==> config.mk <==
export PLATFORM = sky130hd
export DESIGN_NAME = gray_to_binary_tracker
export DESIGN_NICKNAME = d
export VERILOG_FILES = /design/src/rtl/gray_pkg.sv /design/src/rtl/gray2bin.sv /design/src/rtl/gray_to_binary_tracker.sv
export SDC_FILE = /design/constraint.sdc
export NUM_CORES = 1
export LEC_CHECK = 0
export ABC_AREA = 0
export CORE_ASPECT_RATIO = 0.5
export CORE_MARGIN = 4
export CORE_UTILIZATION = 50
export DETAILED_ROUTE_END_ITERATION = 16
export PLACE_DENSITY_LB_ADDON = 0.12
export SETUP_SLACK_MARGIN = 0.15
export SYNTH_ARGS = -nofsm -noshare
export SYNTH_HDL_FRONTEND = slang
export SYNTH_HIERARCHICAL = 1
export SYNTH_SLANG_ARGS = --single-unit
==> constraint.sdc <==
create_clock -name clk -period 3.2 [get_ports clk]
set_clock_uncertainty 0.1 [all_clocks]
set_input_delay 0.32 -clock clk [delete_from_list [all_inputs] [get_ports clk]]
set_output_delay 0.32 -clock clk [all_outputs]
set_load 0.02 [all_outputs]
==> src/rtl/gray_pkg.sv <==
// Shared definitions for the Gray-to-binary tracker.
//   track_state_t : tracker FSM states
//   DEFAULT_WIDTH : default Gray/binary code width
//   DEFAULT_ERR_W : default step-error counter width
package gray_pkg;

  typedef enum logic [1:0] {
    UNLOCKED = 2'd0,
    TRACKING = 2'd1,
    RESYNC   = 2'd2
  } track_state_t;

  localparam int DEFAULT_WIDTH = 4;
  localparam int DEFAULT_ERR_W = 8;

endpackage

==> src/rtl/gray2bin.sv <==
// Combinational Gray-to-binary converter.
//   gray : Gray-coded input, WIDTH bits
//   bin  : binary equivalent, WIDTH bits
// Each binary bit is the XOR of its Gray bit and every Gray bit above it,
// which is the unrolled form of b[i] = b[i+1] ^ g[i].
module gray2bin
  import gray_pkg::*;
#(
  parameter int WIDTH = DEFAULT_WIDTH
) (
  input  logic [WIDTH-1:0] gray,
  output logic [WIDTH-1:0] bin
);

  for (genvar i = 0; i < WIDTH; i++) begin : g_bit
    assign bin[i] = ^gray[WIDTH-1:i];
  end

endmodule

==> src/rtl/gray_to_binary_tracker.sv <==
// Gray-code position tracker: decodes Gray samples to binary and classifies
// each step against the previous sample as +1, -1, hold or error.
//   clk, reset          : clock, synchronous active-high reset
//   gray_valid, gray_in : input sample strobe and Gray-coded value
//   err_clr             : synchronous clear of err_count (wins over increment)
//   bin_valid, bin_out  : decoded sample, two cycles after acceptance
//   dir_up, dir_dn      : +1 / -1 step (mod 2^WIDTH), qualified by bin_valid
//   step_err            : non-adjacent step, qualified by bin_valid
//   locked              : FSM is in TRACKING
//   err_count           : saturating step-error count
//
// state    | meaning
// ---------+-------------------------------------------------------------
// UNLOCKED | no reference yet; next sample becomes the reference
// TRACKING | samples are checked against the reference
// RESYNC   | last step was an error; next sample is taken unchecked
module gray_to_binary_tracker
  import gray_pkg::*;
#(
  parameter int WIDTH = DEFAULT_WIDTH,
  parameter int ERR_W = DEFAULT_ERR_W
) (
  input  logic             clk,
  input  logic             reset,
  input  logic             gray_valid,
  input  logic [WIDTH-1:0] gray_in,
  input  logic             err_clr,
  output logic             bin_valid,
  output logic [WIDTH-1:0] bin_out,
  output logic             dir_up,
  output logic             dir_dn,
  output logic             step_err,
  output logic             locked,
  output logic [ERR_W-1:0] err_count
);

  localparam logic [WIDTH-1:0] STEP_UP = WIDTH'(1);
  localparam logic [WIDTH-1:0] STEP_DN = '1;
  localparam logic [ERR_W-1:0] ERR_MAX = '1;

  // Stage 1: registered sample and its binary value
  logic [WIDTH-1:0] conv_bin;
  logic             s1_valid;
  logic [WIDTH-1:0] s1_bin;

  gray2bin #(.WIDTH(WIDTH)) u_gray2bin (
    .gray (gray_in),
    .bin  (conv_bin)
  );

  always_ff @(posedge clk) begin
    if (reset) begin
      s1_valid <= 1'b0;
      s1_bin   <= '0;
    end else begin
      s1_valid <= gray_valid;
      if (gray_valid) s1_bin <= conv_bin;
    end
  end

  // Step classification; modular subtraction makes wrap-around adjacent
  track_state_t     state_q, state_d;
  logic [WIDTH-1:0] ref_q;
  logic [WIDTH-1:0] delta;
  logic             step_bad;

  assign delta    = s1_bin - ref_q;
  assign step_bad = (delta != STEP_UP) && (delta != STEP_DN) && (delta != '0);

  // FSM state register
  always_ff @(posedge clk) begin
    if (reset) state_q <= UNLOCKED;
    else       state_q <= state_d;
  end

  // FSM next state
  always_comb begin
    state_d = state_q;
    if (s1_valid) begin
      case (state_q)
        UNLOCKED: state_d = TRACKING;
        TRACKING: state_d = step_bad ? RESYNC : TRACKING;
        RESYNC:   state_d = TRACKING;
        default:  state_d = UNLOCKED;
      endcase
    end
  end

  // FSM outputs: flags only when a checked sample is in stage 1
  logic up_d, dn_d, err_d;

  always_comb begin
    up_d  = 1'b0;
    dn_d  = 1'b0;
    err_d = 1'b0;
    if (s1_valid && (state_q == TRACKING)) begin
      up_d  = (delta == STEP_UP);
      dn_d  = (delta == STEP_DN);
      err_d = step_bad;
    end
  end

  // Stage 2: outputs, reference and error counter
  always_ff @(posedge clk) begin
    if (reset) begin
      bin_valid <= 1'b0;
      bin_out   <= '0;
      dir_up    <= 1'b0;
      dir_dn    <= 1'b0;
      step_err  <= 1'b0;
      ref_q     <= '0;
      err_count <= '0;
    end else begin
      bin_valid <= s1_valid;
      bin_out   <= s1_valid ? s1_bin : '0;
      dir_up    <= up_d;
      dir_dn    <= dn_d;
      step_err  <= err_d;
      if (s1_valid) ref_q <= s1_bin;
      if (err_clr)
        err_count <= '0;
      else if (err_d && (err_count != ERR_MAX))
        err_count <= err_count + ERR_W'(1);
    end
  end

  // Follows the state register, so it moves together with bin_valid
  assign locked = (state_q == TRACKING);

endmodule

# After elaboration in Yosys (flattened, before gate mapping)
# Index checks and enable logic that the tools add are counted.
word_totals:
  wordCells: 37
  input_bits: 8
  regBits: 27
  output_inout_bits: 17
op_classes:
  bitwise: 2
  muxes: 3
  n_reduce_logical: 13
  eq_ne: 7
  addsub: 2
op_table:
  columns: ["op", "count"]
  rows:
  - ["adder 8 x 1 -> 8 bit, second input constant", 1]
  - ["inequality test 8 bit, second input constant", 1]
  - ["OR reduction 2 bit", 4]
  - ["== test 4 x 1 -> 1 bit, second input constant", 1]
  - ["== test 4 bit, second input constant", 1]
  - ["logical AND 1 bit", 4]
  - ["inequality test 4 x 1 -> 1 bit, second input constant", 1]
  - ["inequality test 4 bit, second input constant", 1]
  - ["case mux 2 bit (2 select lines)", 1]
  - ["nonzero test 4 bit", 1]
  - ["parity 4 bit", 1]
  - ["subtractor 4 bit", 1]
  - ["parity 3 bit", 1]
  - ["== test 2 x 1 -> 1 bit, second input constant", 1]
  - ["== test 2 bit, second input constant", 1]
  - ["logical NOT 2 bit", 1]
  - ["2-to-1 mux 2 bit", 1]
  - ["inverter 1 bit", 2]
  - ["parity 2 bit", 1]
  - ["2-to-1 mux 1 bit", 1]

# Logic depth before layout (Yosys ltp)
# Gate-level depths: netlist of run 1.
logic_depth:
  depth_word: 6
  ltp_mapped: 8
  mapped_depth_nobuf: 8

# Modules after synthesis
# The synthesis of run 1 kept the hierarchy.
by_module_without_submodules:
  columns: ["module", "instances", "seq_area_each_um2", "cells_per_inst", "area_per_inst_um2"]
  rows:
  - ["gray_to_binary_tracker", 1, 540.5, 148, 1397.6]
  - ["gray2bin", 1, 0.0, 5, 50.0]

# Worst setup path before layout of run 1
# OpenSTA, ideal clock, no wires.
synth_timing:
  path_type: "register -> register"
  start: "register s1_bin[0]"
  end: "register err_count[6]"
  path_stages_with_launch: 9
  synth_period_minus_slack_ps: 2296
  path_buffers: 0
  required_time_ps: 2981
  t_arrival_ps: 2077
  setup_time_ps: 119
  setup_slack_ps: 904
  path_cell_list: "dfxtp_1 inv_1 ha_1 fa_1 xor2_2 nor3_1 nor4_1 mux2_4 o221a_1"
synth_between:
  elab_chain_len: 6
  word_cells_on_any_way: 8
  cone_classes: "1 x add/sub; 2 x eq/ne; 1 x mux; 4 x reduce/logical"
synth_lines:
  columns: ["item", "line_no", "source"]
  rows:
  - ["start: declaration", "gray_to_binary_tracker.sv:44", "logic [WIDTH-1:0] s1_bin;"]
  - ["start signal: assignment", "gray_to_binary_tracker.sv:57", "if (gray_valid) s1_bin <= conv_bin;"]
  - ["subtractor 4 bit *", "gray_to_binary_tracker.sv:67", "assign delta = s1_bin - ref_q;"]
  - ["inequality test 4 x 1 -> 1 bit or inequality test 4 bit (tied branches)", "gray_to_binary_tracker.sv:68", "assign step_bad = (delta != STEP_UP) && (delta != STEP_DN) && (delta != '0);"]
  - ["logical AND 1 bit", "gray_to_binary_tracker.sv:68", null]
  - ["logical AND 1 bit *", "gray_to_binary_tracker.sv:68", null]
  - ["2-to-1 mux 1 bit *", "gray_to_binary_tracker.sv:96", "if (s1_valid && (state_q == TRACKING)) begin"]
  - ["logical AND 1 bit *", "gray_to_binary_tracker.sv:122", "else if (err_d && (err_count != ERR_MAX))"]
  - ["end signal: assignment", "gray_to_binary_tracker.sv:123", "err_count <= err_count + ERR_W'(1);"]
  - ["end: declaration", "gray_to_binary_tracker.sv:34", "output logic [ERR_W-1:0] err_count"]
# Every way passes the cells marked *; elsewhere a longest branch is shown, timed or not.
# A chain may end at the register's enable or synchronous reset.

# Worst setup path after layout of run 1
# Ends and elaborated chain as after synthesis.

==> reports/metrics.yaml, run 1 <==
power_and_ir_drop:
  comb_power_share: 0.211
  swShare: 0.306
  peakVddDrop_v: 0.000249
  p_sw_uw: 220
  share_clk_of_total_power: 0.293
  pwr-share-seq: 0.496
  power_per_cell_area_nw_per_um2: 406
  leakagePower_nw: 0.619
  cellInternalPower_uw: 498
grt:
  grt_pass1_vias: 1160
  first_pass_grt_wire_length_um: 5350
  busiest_layer: "met2"
  gr-usage-met2: 0.317
  track_usage: 0.178
  groute.layer.met1.usage: 0.222
  globalRouteMet3Util: 0.0446
  grt_antenna_before_repair: 0
  grt_overflow: 0
  grt_start_max_net_pins: 18
setup_path:
  worstReg2RegStart: "s1_bin[0]$_SDFFE_PP0P_"
  startpoint_type: "register"
  rr_endpoint: "err_count[6]$_SDFFE_PP0P_"
  cp-end-kind: "register"
  worst_case_register_to_register_setup_slack_ps: 580
  critical_path_peak_fanout: 4
  r2r_cells: 8
  crit_arrival_ps: 2710
  worstSetupPathType: "register to register"
  cp_data_required_time_ps: 3280
run:
  timing.max_cap.violations: 0
floorplan:
  die_h_um: 46.1
  starting_density_of_the_core: 0.539
  fp.dieArea_um2: 3870
  core_um2: 2680
  floorplan.io_pins: 25
  core.rowCount: 13
  die_x_um: 84.1
routing:
  ant_nets: 0
  drtIter0Drc: 44
  avgRoutedWirePerCell_um: 14.4
  vias: 1230
  totalWireLength_um: 3100
  drtPass1Iterations: 4
  drcViolationCount: 0
  post_drt_via_cell_ratio: 5.72
yosys:
  cell_with_the_most_instances_after_synthesis: "dfxtp_1"
  edff_count_synth: 0
  syn-cell-area_um2: 1450
  synthCells: 153
  ys.flop_type: "dfxtp_1"
  ys_seq_elements: 27
  ys_top_cells_by_area: "dfxtp_1, mux2i_1, ha_1"
  synth_async_sr_flop_share: 0
  number_of_nets_produced_by_synthesis: 166
  share_of_the_synthesized_area_in_the_top_cell_type: 0.373
  ys_seq_area_frac: 0.373
  warning_count_from_the_yosys_run: 6
  synth_area_leader_cell: "dfxtp_1"
  synth.avg_cell_area_um2: 9.46
  post_synth_num_cell_types: 49
  top_cells_by_count_synth: "dfxtp_1, nor2_1, mux2i_1, nand2_1"
timing:
  finalHoldWorstSlack_ps: 409
  setup_viol_count_final: 0
  grt_setup_unrepaired: "false"
  fmaxAchievable_ghz: 0.381
  fin_crit_sh: 0.820
  fin_crit_ps: 2620
  worst_slack_ps: 575
  maxSlewHeadroom: 0.641
  timing_max_transition_violations_final: 0
  setup_tns_ps: 0
  worst_slew_pin_slew_ps: 535
  report.final.hold_viol_count: 0
clock_network:
  clock_tree_root_buffer_cell: "clkbuf_8"
  resize_count_post_cts: 0
  cts_tree: "built"
  cts_hold_buffers: 0
  cts-buffers-inserted: 3
  worst_skew_pair.late_latency_ps: 280
  postCtsSetupBuffers: 0
  clock_tree.buffer_depth: 2
  cts-htree-levels: 1
  clk_transition_reported_paths_ps: 100
  cts.sinks: 27
placement:
  hpwl_um: 2280
  port_buffers: 24
  gp_congestion: 0.856
  worst_setup_slack_before_clock_tree_synthesis_ps: 732
layout:
  postLayoutCoreUtil: 0.659
  antenna_cells: 0
  fraction_of_layout_cells_with_a_size_suffix_above_1: 0.118
  area_growth_syn_to_layout_pct: 22.2
  finalNetCount: 192
min_path:
  holdPathEnd: "err_count[1]$_SDFFE_PP0P_"
  hp-class: "register to register"
  timing.hold.worst_path_depth: 2
  launch_point_of_the_worst_hold_path: "err_count[1]$_SDFFE_PP0P_"
outcome:
  status: "finished clean"
## layout make-up
cell class | count | area, um2
inverters | 5 | 18.8
flip-flops and latches | 27 | 541
clock inverters | 1 | 8.76
clock buffers | 3 | 41.3
multi-input cells | 117 | 866
well taps | 37 | 46.3
repair buffers | 25 | 248
fillers | 232 | 915
## kinds of logic (layout without fill, tap and decap cells)
family | Yosys count | after routing | synth area share
compound gates | 30 | 30 | 0.162
xor+xnor | 8 | 8 | 0.0588
fa+ha+maj | 5 | 5 | 0.0484
buf+inv | 9 | 34 | 0.0285
flops | 27 | 27 | 0.373
mux | 11 | 11 | 0.0795
simple gates | 63 | 63 | 0.250
## power groups by stage
stage | logic [mW] | registers (mW) | clock network, mW
5_1_grt | 0.166 | 0.358 | 0.228
2_1_floorplan | 0.111 | 0.362 | 0
4_1_cts | 0.151 | 0.356 | 0.217
3_5_place_dp | 0.149 | 0.364 | 0
3_3_place_gp | 0.146 | 0.363 | 0
6_report | 0.152 | 0.356 | 0.210
## metrics by stage
step / cells / instance area [um2] / total power, mW
CTS: 215 / 1770 / 0.724
global route: 215 / 1770 / 0.752
global placement: 211 / 1720 / 0.509
detailed placement: 211 / 1720 / 0.513
floorplan: 153 / 1450 / 0.473
finish: 215 / 1770 / 0.718
## routing by layer
metal  vias to the layer above  share of wire
met5                         -              0
met4                         0         0.0065
met3                         4          0.061
met2                        32           0.45
met1                       590           0.48
li1                        604              -
## flip-flops by register name, indices dropped and copies added, names as in the netlist
register,cells
dir_dn,1
step_err,1
dir_up,1
state_q,2
bin_out,4
err_count,8
bin_valid,1
s1_bin,4
s1_valid,1
ref_q,4
## critical path, cell delays in order (launching register included)
cell,delay (ps)
dfxtp_1,370
inv_1,60
ha_1,240
fa_1,450
xor2_2,220
nor3_1,440
nor4_1,150
mux2_4,290
o221a_1,210
## cell usage in the layout (no fill, tap or decap), types with 2 or more instances in the layout
cell,n
a21o_1,4
nor2b_1,4
a21oi_1,8
nor2_1,12
xnor2_1,4
ha_1,4
clkbuf_8,3
inv_1,5
nand4_1,5
a211oi_2,2
xor2_1,2
mux2i_1,10
nor3_1,2
xor2_2,2
nand3b_1,2
nand2_1,10
dfxtp_1,27
nor4_1,2
o211ai_1,3
clkdlybuf4s50_1,24
nor3_2,2
nand3_1,8
and2_1,5
## how the worst max path moves through the flow
stage / depth (start not counted) / slack (ps) / endpoint / from
2_1_floorplan: 8 / 900 / err_count[6]$_SDFFE_PP0P_ / s1_bin[0]$_SDFFE_PP0P_
3_3_place_gp: 8 / 810 / err_count[6]$_SDFFE_PP0P_ / s1_bin[0]$_SDFFE_PP0P_
3_5_place_dp: 8 / 730 / err_count[6]$_SDFFE_PP0P_ / s1_bin[0]$_SDFFE_PP0P_
4_1_cts: 8 / 620 / err_count[6]$_SDFFE_PP0P_ / s1_bin[0]$_SDFFE_PP0P_
5_1_grt: 8 / 470 / err_count[6]$_SDFFE_PP0P_ / s1_bin[0]$_SDFFE_PP0P_
6_report: 8 / 580 / err_count[6]$_SDFFE_PP0P_ / s1_bin[0]$_SDFFE_PP0P_
Note: power is estimated with default switching activity, not from simulation.
==> run 2, diff against run 1 <==
==> constraint.sdc (replaced) <==
create_clock -name clk -period 2.6 [get_ports clk]
set_clock_uncertainty 0.1 [all_clocks]
set_input_delay 0.26 -clock clk [delete_from_list [all_inputs] [get_ports clk]]
set_output_delay 0.26 -clock clk [all_outputs]
set_load 0.02 [all_outputs]
==> run 2 against run 1 <==
  * Non-clock buffer count rose by 3
  * Die area stayed put
  * Sequential power up 23%
==> reports/metrics.yaml, run 2 (synthesis results as in run 1) <==
placement:
  gp_congestion: 0.842  # was 0.856
  hpwl_um: 2410  # was 2280 um
  port_buffers: 24  # unchanged
  detailed_place.area_um2: 1730  # was 1720 um2
setup_path:
  crit_arrival_ps: 2490  # was 2710 ps
  critical_path.cell_chain: "inv_1, ha_1, fa_2, xnor2_1, a211oi_2, nand4_1, a21o_1, a21oi_1"  # was inv_1, ha_1, fa_1, xor2_2, nor3_1, nor4_1, mux2_4, o221a_1
  cp_data_required_time_ps: 2720  # was 3280 ps
  critical_path_peak_fanout: 4  # unchanged
  timing.critical_path.slowest_stage_cell: "fa_2"  # was fa_1
  slowest_delay_ps: 460  # was 450 ps
  startpoint_type: "register"  # unchanged
  cp-end-kind: "register"  # unchanged
  worstSetupPathType: "register to register"  # unchanged
timing:
  fmaxAchievable_ghz: 0.421  # was 0.381 GHz
  setup_tns_ps: 0  # unchanged
  timing_max_transition_violations_final: 0  # unchanged
  grt_setup_unrepaired: "false"  # unchanged
  setup_viol_count_final: 0  # unchanged
  worst_slew_pin_slew_ps: 490  # was 535 ps
  report.final.hold_viol_count: 0  # unchanged
  maxSlewHeadroom: 0.671  # was 0.641
  fin_crit_sh: 0.913  # was 0.820
  fin_crit_ps: 2370  # was 2620 ps
clock_network:
  cts_hold_buffers: 0  # unchanged
  cts-htree-levels: 1  # unchanged
  clock_tree.buffer_depth: 2  # unchanged
  clk_transition_reported_paths_ps: 100  # about the same
  cts-buffers-inserted: 3  # unchanged
  worst_skew_pair.late_latency_ps: 280  # about the same
  cts.sinks: 27  # unchanged
  clock_tree_root_buffer_cell: "clkbuf_8"  # unchanged
  cts_tree: "built"  # unchanged
layout:
  fillers: 222  # was 232
  most_frequent_cells_in_the_layout: "dfxtp_1, clkdlybuf4s50_1, nor2_1"  # unchanged
  fraction_of_layout_cells_with_a_size_suffix_above_1: 0.155  # was 0.118
  finalNetCount: 195  # was 192
  multi_input_area_um2: 898  # was 866 um2
  largest_reg_flops: 8  # unchanged
  area_growth_syn_to_layout_pct: 26.1  # was 22.2%
  commonest_non_fill_non_tap_cell_in_the_layout: "dfxtp_1"  # unchanged
  area.sequential_um2: 542  # was 541 um2
  antenna_cells: 0  # unchanged
  layout.cell_area.non_filler_um2: 1830  # was 1770 um2
  largest-register: "err_count"  # unchanged
power_and_ir_drop:
  power_per_cell_area_nw_per_um2: 493  # was 406 nW/um2
  leakagePower_nw: 0.636  # was 0.619 nW
  peakVddDrop_v: 0.000477  # was 0.000249 V
routing:
  ant_nets: 0  # unchanged
  vias: 1226  # was 1230
  drtIter0Drc: 76  # was 44
  drcViolationCount: 0  # unchanged
  drtPass1Iterations: 4  # unchanged
  post_drt_via_cell_ratio: 5.62  # was 5.72
  avgRoutedWirePerCell_um: 14.9  # was 14.4 um
  totalWireLength_um: 3240  # was 3100 um
floorplan:
  die_h_um: 46.1  # unchanged
  core.rowCount: 13  # unchanged
  starting_density_of_the_core: 0.539  # unchanged
  fp.dieArea_um2: 3870  # unchanged
  die_x_um: 84.1  # unchanged
  floorplan.io_pins: 25  # unchanged
  core_um2: 2680  # unchanged
grt:
  track_usage: 0.175  # was 0.178
  first_pass_grt_wire_length_um: 5230  # was 5350 um
  grt_overflow: 0  # unchanged
  groute.layer.met1.usage: 0.216  # was 0.222
  grt_antenna_before_repair: 0  # unchanged
  busiest_layer: "met2"  # unchanged
  gr-usage-met2: 0.307  # was 0.317
  globalRouteMet3Util: 0.0536  # was 0.0446
  grt_start_max_net_pins: 18  # unchanged
  grt_pass1_vias: 1123  # was 1160
run:
  timing.max_cap.violations: 0  # unchanged
outcome:
  status: "finished clean"  # unchanged
min_path:
  hp-class: "register to register"  # unchanged
-- run 2: final timing paths --
kind,startpoint,endpoint,slack [ps],depth (start not counted)
setup reg to reg,s1_bin[0]$_SDFFE_PP0P_,err_count[5]$_SDFFE_PP0P_,230,8
hold / removal,s1_bin[0]$_SDFFE_PP0P_,bin_out[0]$_SDFF_PP0_,400,1
setup / recovery,s1_bin[0]$_SDFFE_PP0P_,err_count[5]$_SDFFE_PP0P_,230,8
hold reg to reg,s1_bin[0]$_SDFFE_PP0P_,bin_out[0]$_SDFF_PP0_,400,1
-- run 2: cell type report --
type                       count  area share
clock inverter                 1     0.00480
multi-input combinational    117       0.492
tap                           37      0.0254
inverter                       5      0.0103
timing repair buffer          28       0.148
clock buffer                   3      0.0226
sequential                    27       0.297
-- run 2: critical path, delay by kind of cell (launching register included) --
family          cells  cell delay (ps)
simple gates        1              180
fa+ha+maj           2              690
buf+inv             1               40
flops               1              360
compound gates      3              730
xor+xnor            1              200
-- run 2: repair_timing --
item                                   in CTS  in global routing
endpoints found under the hold margin       0                  0
pin swaps                                   0                  2
setup endpoints to repair                   1                  5
gates resized for setup                     1                  5
buffers inserted                            0                  1
-- run 2: routing by layer --
metal  wire, um  vias up
li1           -      609
met1       1570      579
met2       1460       34
met3        186        4
met4         23        0
met5          0        -
-- run 2: where the power goes --
group / internal, mW / switching (mW)
Clock: 0.113 / 0.148
Combinational: 0.0818 / 0.120
Sequential: 0.426 / 0.0123
-- run 2: through the flow --
| stage | std cells | hold slack, ps | power [mW] | utilization | worst slack [ps] |
|---|---|---|---|---|---|
| after floorplan | 153 | 232 | 0.582 | - | 304 |
| after global placement | 213 | 373 | 0.628 | 0.646 | 210 |
| after detailed placement | 213 | 392 | 0.635 | 0.646 | 159 |
| after CTS | 217 | 410 | 0.894 | 0.667 | 205 |
| after global routing | 218 | 413 | 0.939 | 0.680 | 156 |
| final | 218 | 399 | 0.901 | 0.680 | 227 |
